## src/rtl/ym3438_out_mixer.sv

```systemverilog
// rtl/ym3438_out_mixer.sv - OPN2 per-slot MOL/MOR frame summer with 2-entry stereo PCM output buffer
//
// Sums one frame of SLOTS offset-binary slot samples per side, scales by
// 2^GAIN, saturates to signed 16-bit and queues {l,r} words for a consumer.
//
// Ports:
//   MCLK        master clock, all state on rising edge
//   reset       synchronous active-high clear
//   phi_en      one-cycle strobe, MOL/MOR carry a new slot sample
//   frame_sync  qualified by phi_en, marks slot 0 of a frame
//   MOL, MOR    9-bit offset-binary slot outputs (9'h100 = 0)
//   out_l/out_r signed PCM at buffer head (registered)
//   out_valid   buffer non-empty
//   out_ready   consumer accepts head when out_valid & out_ready
//   locked      frame alignment established
//   sync_err    sticky alignment violation flag
//   overflow    sticky dropped-frame flag
//   clr_flags   clears sticky flags; a same-cycle set wins

module ym3438_out_mixer #(
  parameter int SLOTS = 24,
  parameter int GAIN  = 0
) (
  input  logic               MCLK,
  input  logic               reset,
  input  logic               phi_en,
  input  logic               frame_sync,
  input  logic [8:0]         MOL,
  input  logic [8:0]         MOR,
  output logic signed [15:0] out_l,
  output logic signed [15:0] out_r,
  output logic               out_valid,
  input  logic               out_ready,
  output logic               locked,
  output logic               sync_err,
  output logic               overflow,
  input  logic               clr_flags
);

  typedef enum logic {
    ST_UNLOCKED = 1'b0,
    ST_LOCKED   = 1'b1
  } state_t;

  localparam logic [4:0] LAST_SLOT = 5'(SLOTS - 1);

  state_t             state_q, state_d;
  logic [4:0]         slot_q, slot_d;
  logic signed [13:0] acc_l_q, acc_l_d;
  logic signed [13:0] acc_r_q, acc_r_d;
  logic               done_q, done_d;
  logic               sync_set;
  logic               sync_err_q, sync_err_d;
  logic               overflow_q, overflow_d;
  logic [31:0]        head_q, head_d;
  logic [31:0]        tail_q, tail_d;
  logic               head_v_q, head_v_d;
  logic               tail_v_q, tail_v_d;

  logic signed [13:0] s_l, s_r;
  logic [31:0]        word;
  logic               full, pop, push, drop;

  // Offset binary to two's complement: flip the MSB, then sign-extend.
  assign s_l = {{6{~MOL[8]}}, MOL[7:0]};
  assign s_r = {{6{~MOR[8]}}, MOR[7:0]};

  function automatic logic [15:0] sat16(input logic signed [13:0] acc);
    logic signed [19:0] w;
    w = {{6{acc[13]}}, acc} <<< GAIN;
    if (w > 20'sd32767) begin
      return 16'h7FFF;
    end else if (w < -20'sd32768) begin
      return 16'h8000;
    end else begin
      return w[15:0];
    end
  endfunction

  // acc_*_q is final during the cycle done_q is high.
  assign word = {sat16(acc_l_q), sat16(acc_r_q)};

  // Frame alignment FSM and accumulators
  always_comb begin
    state_d  = state_q;
    slot_d   = slot_q;
    acc_l_d  = acc_l_q;
    acc_r_d  = acc_r_q;
    done_d   = 1'b0;
    sync_set = 1'b0;
    if (phi_en) begin
      case (state_q)
        ST_UNLOCKED: begin
          if (frame_sync) begin
            acc_l_d = s_l;
            acc_r_d = s_r;
            slot_d  = 5'd1;
            state_d = ST_LOCKED;
          end
        end
        ST_LOCKED: begin
          if (slot_q == 5'd0) begin
            if (frame_sync) begin
              acc_l_d = s_l;
              acc_r_d = s_r;
              slot_d  = 5'd1;
            end else begin
              // Missing frame start: no way to realign without a marker.
              sync_set = 1'b1;
              slot_d   = 5'd0;
              state_d  = ST_UNLOCKED;
            end
          end else if (frame_sync) begin
            // Early frame start: drop the partial frame and restart here.
            sync_set = 1'b1;
            acc_l_d  = s_l;
            acc_r_d  = s_r;
            slot_d   = 5'd1;
          end else begin
            acc_l_d = acc_l_q + s_l;
            acc_r_d = acc_r_q + s_r;
            if (slot_q == LAST_SLOT) begin
              slot_d = 5'd0;
              done_d = 1'b1;
            end else begin
              slot_d = slot_q + 5'd1;
            end
          end
        end
        default: state_d = ST_UNLOCKED;
      endcase
    end
  end

  // Two-entry output buffer; a pop frees space for a same-cycle push.
  assign full = head_v_q & tail_v_q;
  assign pop  = head_v_q & out_ready;
  assign push = done_q & (~full | pop);
  assign drop = done_q & full & ~pop;

  always_comb begin
    head_d   = head_q;
    head_v_d = head_v_q;
    tail_d   = tail_q;
    tail_v_d = tail_v_q;
    if (pop) begin
      head_d   = tail_q;
      head_v_d = tail_v_q;
      tail_v_d = 1'b0;
    end
    if (push) begin
      if (!head_v_d) begin
        head_d   = word;
        head_v_d = 1'b1;
      end else begin
        tail_d   = word;
        tail_v_d = 1'b1;
      end
    end
  end

  assign sync_err_d = sync_set | (sync_err_q & ~clr_flags);
  assign overflow_d = drop | (overflow_q & ~clr_flags);

  always_ff @(posedge MCLK) begin
    if (reset) begin
      state_q    <= ST_UNLOCKED;
      slot_q     <= 5'd0;
      acc_l_q    <= '0;
      acc_r_q    <= '0;
      done_q     <= 1'b0;
      sync_err_q <= 1'b0;
      overflow_q <= 1'b0;
      head_q     <= '0;
      tail_q     <= '0;
      head_v_q   <= 1'b0;
      tail_v_q   <= 1'b0;
    end else begin
      state_q    <= state_d;
      slot_q     <= slot_d;
      acc_l_q    <= acc_l_d;
      acc_r_q    <= acc_r_d;
      done_q     <= done_d;
      sync_err_q <= sync_err_d;
      overflow_q <= overflow_d;
      head_q     <= head_d;
      tail_q     <= tail_d;
      head_v_q   <= head_v_d;
      tail_v_q   <= tail_v_d;
    end
  end

  assign out_l     = head_q[31:16];
  assign out_r     = head_q[15:0];
  assign out_valid = head_v_q;
  assign locked    = (state_q == ST_LOCKED);
  assign sync_err  = sync_err_q;
  assign overflow  = overflow_q;

endmodule

```

## config.mk

```make
export PLATFORM = sky130hd
export DESIGN_NAME = ym3438_out_mixer
export DESIGN_NICKNAME = d
export VERILOG_FILES = /design/src/rtl/ym3438_out_mixer.sv
export SDC_FILE = /design/constraint.sdc
export NUM_CORES = 1
export LEC_CHECK = 0
export CELL_PAD_IN_SITES_DETAIL_PLACEMENT = 2
export CELL_PAD_IN_SITES_GLOBAL_PLACEMENT = 2
export CORE_MARGIN = 4
export CORE_UTILIZATION = 30
export DETAILED_ROUTE_END_ITERATION = 6
export GPL_TIMING_DRIVEN = 0
export PLACE_DENSITY_LB_ADDON = 0.1
export SYNTH_ARGS = -nofsm -noshare
export SYNTH_HDL_FRONTEND = slang
export SYNTH_SLANG_ARGS = --single-unit
export TNS_END_PERCENT = 30
```

## constraint.sdc

```tcl
create_clock -name MCLK -period 2.3 [get_ports MCLK]
set_input_delay 0.23 -clock MCLK [delete_from_list [all_inputs] [get_ports MCLK]]
set_output_delay 0.23 -clock MCLK [all_outputs]
set_load 0.03 [all_outputs]
```

==> results of run 1 <==
## power by group through the flow
stage / Sequential, mW / Clock, mW / Combinational (mW)
after CTS: 1.85 / 1.65 / 0.633
after global placement: 1.89 / 0 / 0.592
after global routing: 1.86 / 1.72 / 0.735
final: 1.85 / 1.60 / 0.667
after detailed placement: 1.89 / 0 / 0.617
after floorplan: 1.86 / 0 / 0.418
## through the flow
stage          worst slack (ns)  area (um^2)  total power [mW]  hold slack, ns
6_report                 0.0461         6830              4.12           0.319
5_1_grt                 -0.0885         6830              4.31           0.342
4_1_cts                  -0.127         6640              4.13           0.462
3_5_place_dp             -0.632         6300              2.51           0.451
3_3_place_gp             -0.588         6300              2.48           0.443
2_1_floorplan             0.117         5430              2.28           0.426
## per-layer routing
layer,GRT usage,vias up,part of all wire
li1,-,2568,-
met1,0.269,2645,0.46
met2,0.354,73,0.49
met3,0.0198,21,0.037
met4,0.0540,0,0.019
met5,0,-,0
## synth_stat cells (all sizes together), types with 9 or more instances
library cell,count
a21o,15
xnor2,12
a311oi,26
inv,10
buf,10
nor2,68
a21oi,73
xor2,10
ha,29
dfxtp,101
clkbuf,31
a211oi,9
o21ai,29
nand2,145
## critical path, cell delays in order, from the launching register on
cell and delay [ns]:
dfxtp_2 0.35, ha_2 0.19, fa_2 0.35, a21o_1 0.19, a21oi_2 0.16, o21a_1 0.21, o31ai_4 0.09, xor2_2 0.20
a221oi_2 0.08, a2111oi_2 0.34
## flip-flops by register name (all words and copies together) (netlist names)
| name | cells |
|---|---|
| locked | 1 |
| acc_l_q | 14 |
| slot_q | 5 |
| tail_v_q | 1 |
| overflow | 1 |
| done_q | 1 |
| out_valid | 1 |
| sync_err | 1 |
| tail_q | 30 |
| acc_r_q | 14 |
| head_q | 32 |
## layout make-up
cell class	count	area, um^2	area share
sequential	101	2040	0.299
timing repair buffer	67	653	0.0957
clock buffer	10	239	0.0350
multi-input combinational	519	3300	0.483
inverter	12	53.8	0.00788
buffer	41	201	0.0295
clock inverter	5	60.1	0.00880
tap	225	282	0.0412
## path summary, 6_finish.rpt
check / start / endpoint / slack, ns
max: acc_l_q[0] / acc_l_q[10] / 0.05
min: MOL[0] / acc_l_q[0] / 0.32
max reg2reg: acc_l_q[0] / acc_l_q[10] / 0.05
min reg2reg: tail_q[20] / tail_q[20] / 0.46
## cells by family (layout without fill, tap and decap cells)
| family | count (synthesis) | in the layout | share of synthesized area |
|---|---|---|---|
| buffers and inverters | 53 | 135 | 0.0440 |
| adders and majority gates | 31 | 31 | 0.0742 |
| xor gates and xnor gates | 22 | 22 | 0.0355 |
| AOI/OAI and AO/OA | 209 | 209 | 0.266 |
| DFF | 101 | 101 | 0.372 |
| muxes | 8 | 8 | 0.0150 |
| and+or+nand+nor | 249 | 249 | 0.193 |
## cell usage in the layout, fill, tap and decap left out, types with 3 or more instances in the layout
| master | count |
|---|---|
| clkbuf_16 | 9 |
| a22oi_1 | 5 |
| inv_1 | 9 |
| a211oi_2 | 3 |
| nand3_1 | 8 |
| buf_4 | 9 |
| a21oi_2 | 4 |
| mux2i_1 | 7 |
| nor2_1 | 64 |
| nor3_1 | 4 |
| a211oi_1 | 6 |
| o21bai_1 | 6 |
| a221oi_2 | 3 |
| a311oi_1 | 26 |
| nand2_1 | 143 |
| nand2b_1 | 4 |
| clkbuf_2 | 10 |
| xor2_1 | 9 |
| xnor2_1 | 12 |
| a21o_1 | 15 |
| a32oi_1 | 4 |
| o22ai_1 | 3 |
| buf_6 | 4 |
| o21a_1 | 8 |
| ha_1 | 27 |
| o21ai_0 | 24 |
| a31oi_1 | 4 |
| nand4_1 | 3 |
| dfxtp_2 | 7 |
| a21oi_1 | 69 |
| o211ai_1 | 3 |
| dfxtp_1 | 92 |
| clkbuf_1 | 23 |
| clkdlybuf4s50_1 | 55 |
## what timing repair did
action / in CTS / in global routing
gates resized for setup: 14 / 46
pin swaps: 3 / 14
buffers inserted: 0 / 8
setup endpoints to repair: 43 / 59
hold buffers: 0 / 0
==> out/qor.csv, run 1 <==
stage,metric,value,unit
critical_path,Worst R2R Path Depth,9,
power,PwrDens,604,mW/mm^2
synthesis,post-synth top area share,0.372,
sta,final slew viol count,0,
synthesis,count of different cell masters after synthesis,68,
routing,Vias per Instance,5.42,
routing,WL per Instance,20.8,um
min_path,Hold Path Stages,3,
power,Seq pwr share,0.449,
placed_design,DP HPWL,15.4,mm
critical_path,critical path required time,2.55,ns
global_routing,grt total ovfl,0,
global_routing,largest net degree at the start of global routing,17,
die,die extent in x,143,um
power,sw power,1.19,mW
cts,clock root cell,clkbuf_16,
die,core area,0.0175,mm^2
power,leakage,2.59,nW
sta,total negative setup slack,0,ns
synthesis,ranking of synthesized cells by area,"dfxtp_1 (37%), nand2_1 (9.9%), a21oi_1 (6.7%)",
sta,Period minus WS final,2.25,ns
die,Die H,143,um
synthesis,Main synth FF type,dfxtp_1,
cts,Inserted Clock Buffers,9,
synthesis,Syn Area/Cell,8.07,um^2
power,Max VDD drop,0.342,mV
die,Initial Util,0.310,
power,internal power,2.93,mW
routing,drt drc,0,
outcome,outcome,"finished, final reports clean",
sta,relative slew slack,0.419,
cts,Clock transition at path regs,0.07,ns
critical_path,crit path launch type,flop,
synthesis,Synth warnings,0,
global_routing,GRT Util Overall,0.203,
sta,"Hold Vio Cnt, Final",0,
synthesis,post-synth top area cell,dfxtp_1,
die,row cnt,48,
global_routing,first-pass GRT wire length,32.2,mm
sta,RSZ-0062 raised after global routing,true,
sta,"Setup violations, final",0,
cts,Skew-Pair Late Insertion Delay,0.35,ns
global_routing,initial antenna violation count,0,
flow_run,Max Cap Viol,0,
synthesis,Post-Syn Area,0.00543,mm^2
cts,CTS Buffer Depth,2,
finish,area grow syn2layout,25.7,%
routing,WL final,20.4,mm
placed_design,GP Congestion,0.793,
finish,fillers,1977,
sta,Final period util,0.980,
power,power share of the clock group,0.389,
critical_path,CP endpoint kind,flop,
synthesis,ys async rst share,0,
sta,worst slew pin tran,0.872,ns
sta,Layout Skew,0.00943,ns
routing,vias,5307,
synthesis,Post-Syn Instances,673,
die,Die ar.,0.0203,mm^2
finish,fin cells,980,
cts,H-tree levels,3,
cts,TritonCTS Sinks,101,
min_path,HP Class,primary input to flop,
power,sw frac,0.290,
synthesis,Synth Register Bits,101,
critical_path,Crit Path Class,flop to flop,
die,# IOs,60,
finish,share of cells above drive strength 1,0.119,
critical_path,Worst EP arrival,2.50,ns
synthesis,number of enable flip-flop cells after synthesis,0,
finish,final antenna diode count,0,
routing,drt first pass iters,4,
routing,drt initial violations,230,
placed_design,port bufs,59,
finish,Layout Utilization,0.389,
global_routing,vias in the first global route,5698,
finish,fin nets,806,
sta,Fmax,444,MHz
cts,CTS tree,built,
critical_path,CP Max Fanout,4,
routing,Routed Antenna Nets,0,
placed_design,placed cell count,957,
synthesis,syn_nets,728,
power,Comb power frac,0.162,
synthesis,register area share after synthesis,0.372,
No activity file was read; power rests on OpenSTA's default activity.
==> run 2: changes to the inputs <==
- CORE_MARGIN: 4 -> 5
- REMOVE_ABC_BUFFERS: default -> 1
==> run 2 against run 1 <==
Register-to-register slack better by 0.03 ns. Via count is 3.6% lower. First-iteration DRC count fell by 36%.
==> out/qor.csv, run 2 (same netlist as run 1, synthesis figures left out) <==
stage,metric,value,unit
die,core area,0.0179,mm^2
placed_design,Area after DPL,0.00618,mm^2
die,Initial Util,0.303,
min_path,HP Class,primary input to flop,
outcome,outcome,"finished, final reports clean",
power,power share of the clock group,0.410,
cts,CTS tree,built,
routing,vias,5118,
cts,Clock transition at path regs,0.08,ns
min_path,Hold Path Stages,2,
power,PwrDens,627,mW/mm^2
power,sw power,1.14,mW
critical_path,critical path's slowest cell,dfxtp_4,
power,Max VDD drop,0.357,mV
critical_path,critical path required time,2.55,ns
finish,fin nets,765,
placed_design,placed cell count,922,
power,internal power,3.03,mW
finish,fillers,2015,
finish,area grow syn2layout,22.6,%
finish,fin cells,943,
flow_run,Max Cap Viol,0,
die,row cnt,49,
global_routing,grt total ovfl,0,
sta,final slew viol count,0,
die,Die H,145,um
placed_design,setup slack after placement,-0.804,ns
routing,Routed Antenna Nets,0,
sta,total negative setup slack,0,ns
critical_path,Worst R2R Path Depth,8,
finish,"commonest non-fill, non-tap cell in the layout",nand2_1,
finish,"Non-Filler Cell Area, Final",0.00666,mm^2
placed_design,DP HPWL,12.6,mm
power,Seq pwr share,0.441,
cts,# hold bufs at CTS,0,
critical_path,Reg2Reg Launch Point,acc_l_q[1],
placed_design,GP Congestion,0.792,
global_routing,initial antenna violation count,0,
placed_design,port bufs,59,
cts,H-tree levels,3,
sta,Period minus WS final,2.23,ns
cts,CTS Buffer Depth,2,
critical_path,WP buf/inv,0,
sta,worst slew pin tran,0.931,ns
finish,multi-input logic area,0.00328,mm^2
sta,RSZ-0062 raised after global routing,true,
critical_path,CP endpoint kind,flop,
finish,final antenna diode count,0,
power,leakage,2.49,nW
finish,Register Area,0.00203,mm^2
power,Comb power frac,0.149,
sta,worst setup margin,0.0725,ns
global_routing,vias in the first global route,5808,
cts,Skew-Pair Late Insertion Delay,0.36,ns
finish,top flop regs,"head_q x32, tail_q x30",
finish,share of cells above drive strength 1,0.0966,
finish,number of flip-flops in the largest register,32,
cts,TritonCTS Sinks,101,
global_routing,GRT Util Overall,0.183,
die,# IOs,60,
routing,drt first pass iters,4,
global_routing,largest net degree at the start of global routing,68,
sta,"Setup violations, final",0,
finish,most frequent cells in the layout,"nand2_1 (141), dfxtp_1 (98), a21oi_1 (69)",
power,sw frac,0.274,
critical_path,crit path launch type,flop,
critical_path,Crit Path Class,flop to flop,
critical_path,Worst EP arrival,2.48,ns
cts,Inserted Clock Buffers,9,
routing,Vias per Instance,5.43,
critical_path,Worst R2R Setup Slack,0.07,ns
finish,Layout Utilization,0.372,
min_path,hold endpoint,tail_q[31],
routing,drt initial violations,147,
finish,register bank with the most flops,head_q,
global_routing,first-pass GRT wire length,30.1,mm
sta,Layout Skew,0.00819,ns
critical_path,R2R Path End,acc_l_q[11],
sta,Fmax,449,MHz
cts,clock root cell,clkbuf_16,
routing,WL per Instance,19.7,um
critical_path,CP Max Fanout,5,
die,die extent in x,145,um
sta,relative slew slack,0.378,
critical_path,"delay-heaviest family, CP",compound AO/OA/AOI/OAI gates,
routing,WL final,18.6,mm
critical_path,cells along the critical path,ha_1 > a21o_1 > a21o_1 > a2111oi_4 > o21ai_2 > a41oi_1 > xor2_1 > a21oi_1,
die,Die ar.,0.0209,mm^2
min_path,hold_sp,reset,
sta,Final period util,0.968,
critical_path,most numerous cell on the critical path,a21o_1,
sta,"Hold Vio Cnt, Final",0,
critical_path,Critical Path Max Stage Delay,0.37,ns
routing,drt drc,0,
[run 2: cell count changes in the layout (fill, tap and decap cells not counted), sizes merged, moves of 2 or more]
| cell | delta |
|---|---|
| buf | -7 |
| clkbuf | -32 |
| clkinvlp | -2 |
| dlymetal6s2s | -2 |
[run 2: area by class of cell]
cell class / count / area share
Tap cell: 229 / 0.0430
Timing Repair Buffer: 67 / 0.105
Clock buffer: 10 / 0.0359
Sequential cell: 101 / 0.304
Multi-Input combinational cell: 519 / 0.492
Clock inverter: 5 / 0.0124
Inverter: 12 / 0.00751
[run 2: how the worst max path moves through the flow]
stage	from	endpoint	slack (ns)	depth (start not counted)
after global routing	acc_l_q[1]	acc_l_q[11]	-0.04	8
after detailed placement	phi_en	slot_q[4]	-0.80	6
after global placement	reset	acc_l_q[13]	-3.17	6
after floorplan	acc_l_q[0]	acc_l_q[10]	0.12	9
after CTS	slot_q[0]	acc_r_q[13]	0.009	8
final	acc_l_q[1]	acc_l_q[11]	0.07	8
[run 2: layer usage]
layer,global-route usage,up-vias,wire length [um]
met5,0,-,0
met4,0.0648,0,335
met3,0.0202,20,331
met2,0.329,53,9400
met1,0.226,2562,8520
li1,-,2483,-
[run 2: power groups by stage]
| stage | logic, mW | registers (mW) | clock network (mW) |
|---|---|---|---|
| after floorplan | 0.375 | 1.86 | 0 |
| after global placement | 0.559 | 1.88 | 0 |
| after detailed placement | 0.589 | 1.88 | 0 |
| after CTS | 0.614 | 1.84 | 1.78 |
| after global routing | 0.689 | 1.85 | 1.83 |
| final | 0.623 | 1.84 | 1.71 |
[run 2: what timing repair did]
item                       4_1_cts  5_1_grt
resized for setup               21       11
setup buffers                    2        4
pin swaps                        7        5
setup endpoints to repair       29       17
[run 2: through the flow]
stage	power (mW)	hold slack, ns
2_1_floorplan	2.24	0.299
3_3_place_gp	2.44	0.441
3_5_place_dp	2.47	0.451
4_1_cts	4.23	0.263
5_1_grt	4.37	0.270
6_report	4.17	0.263
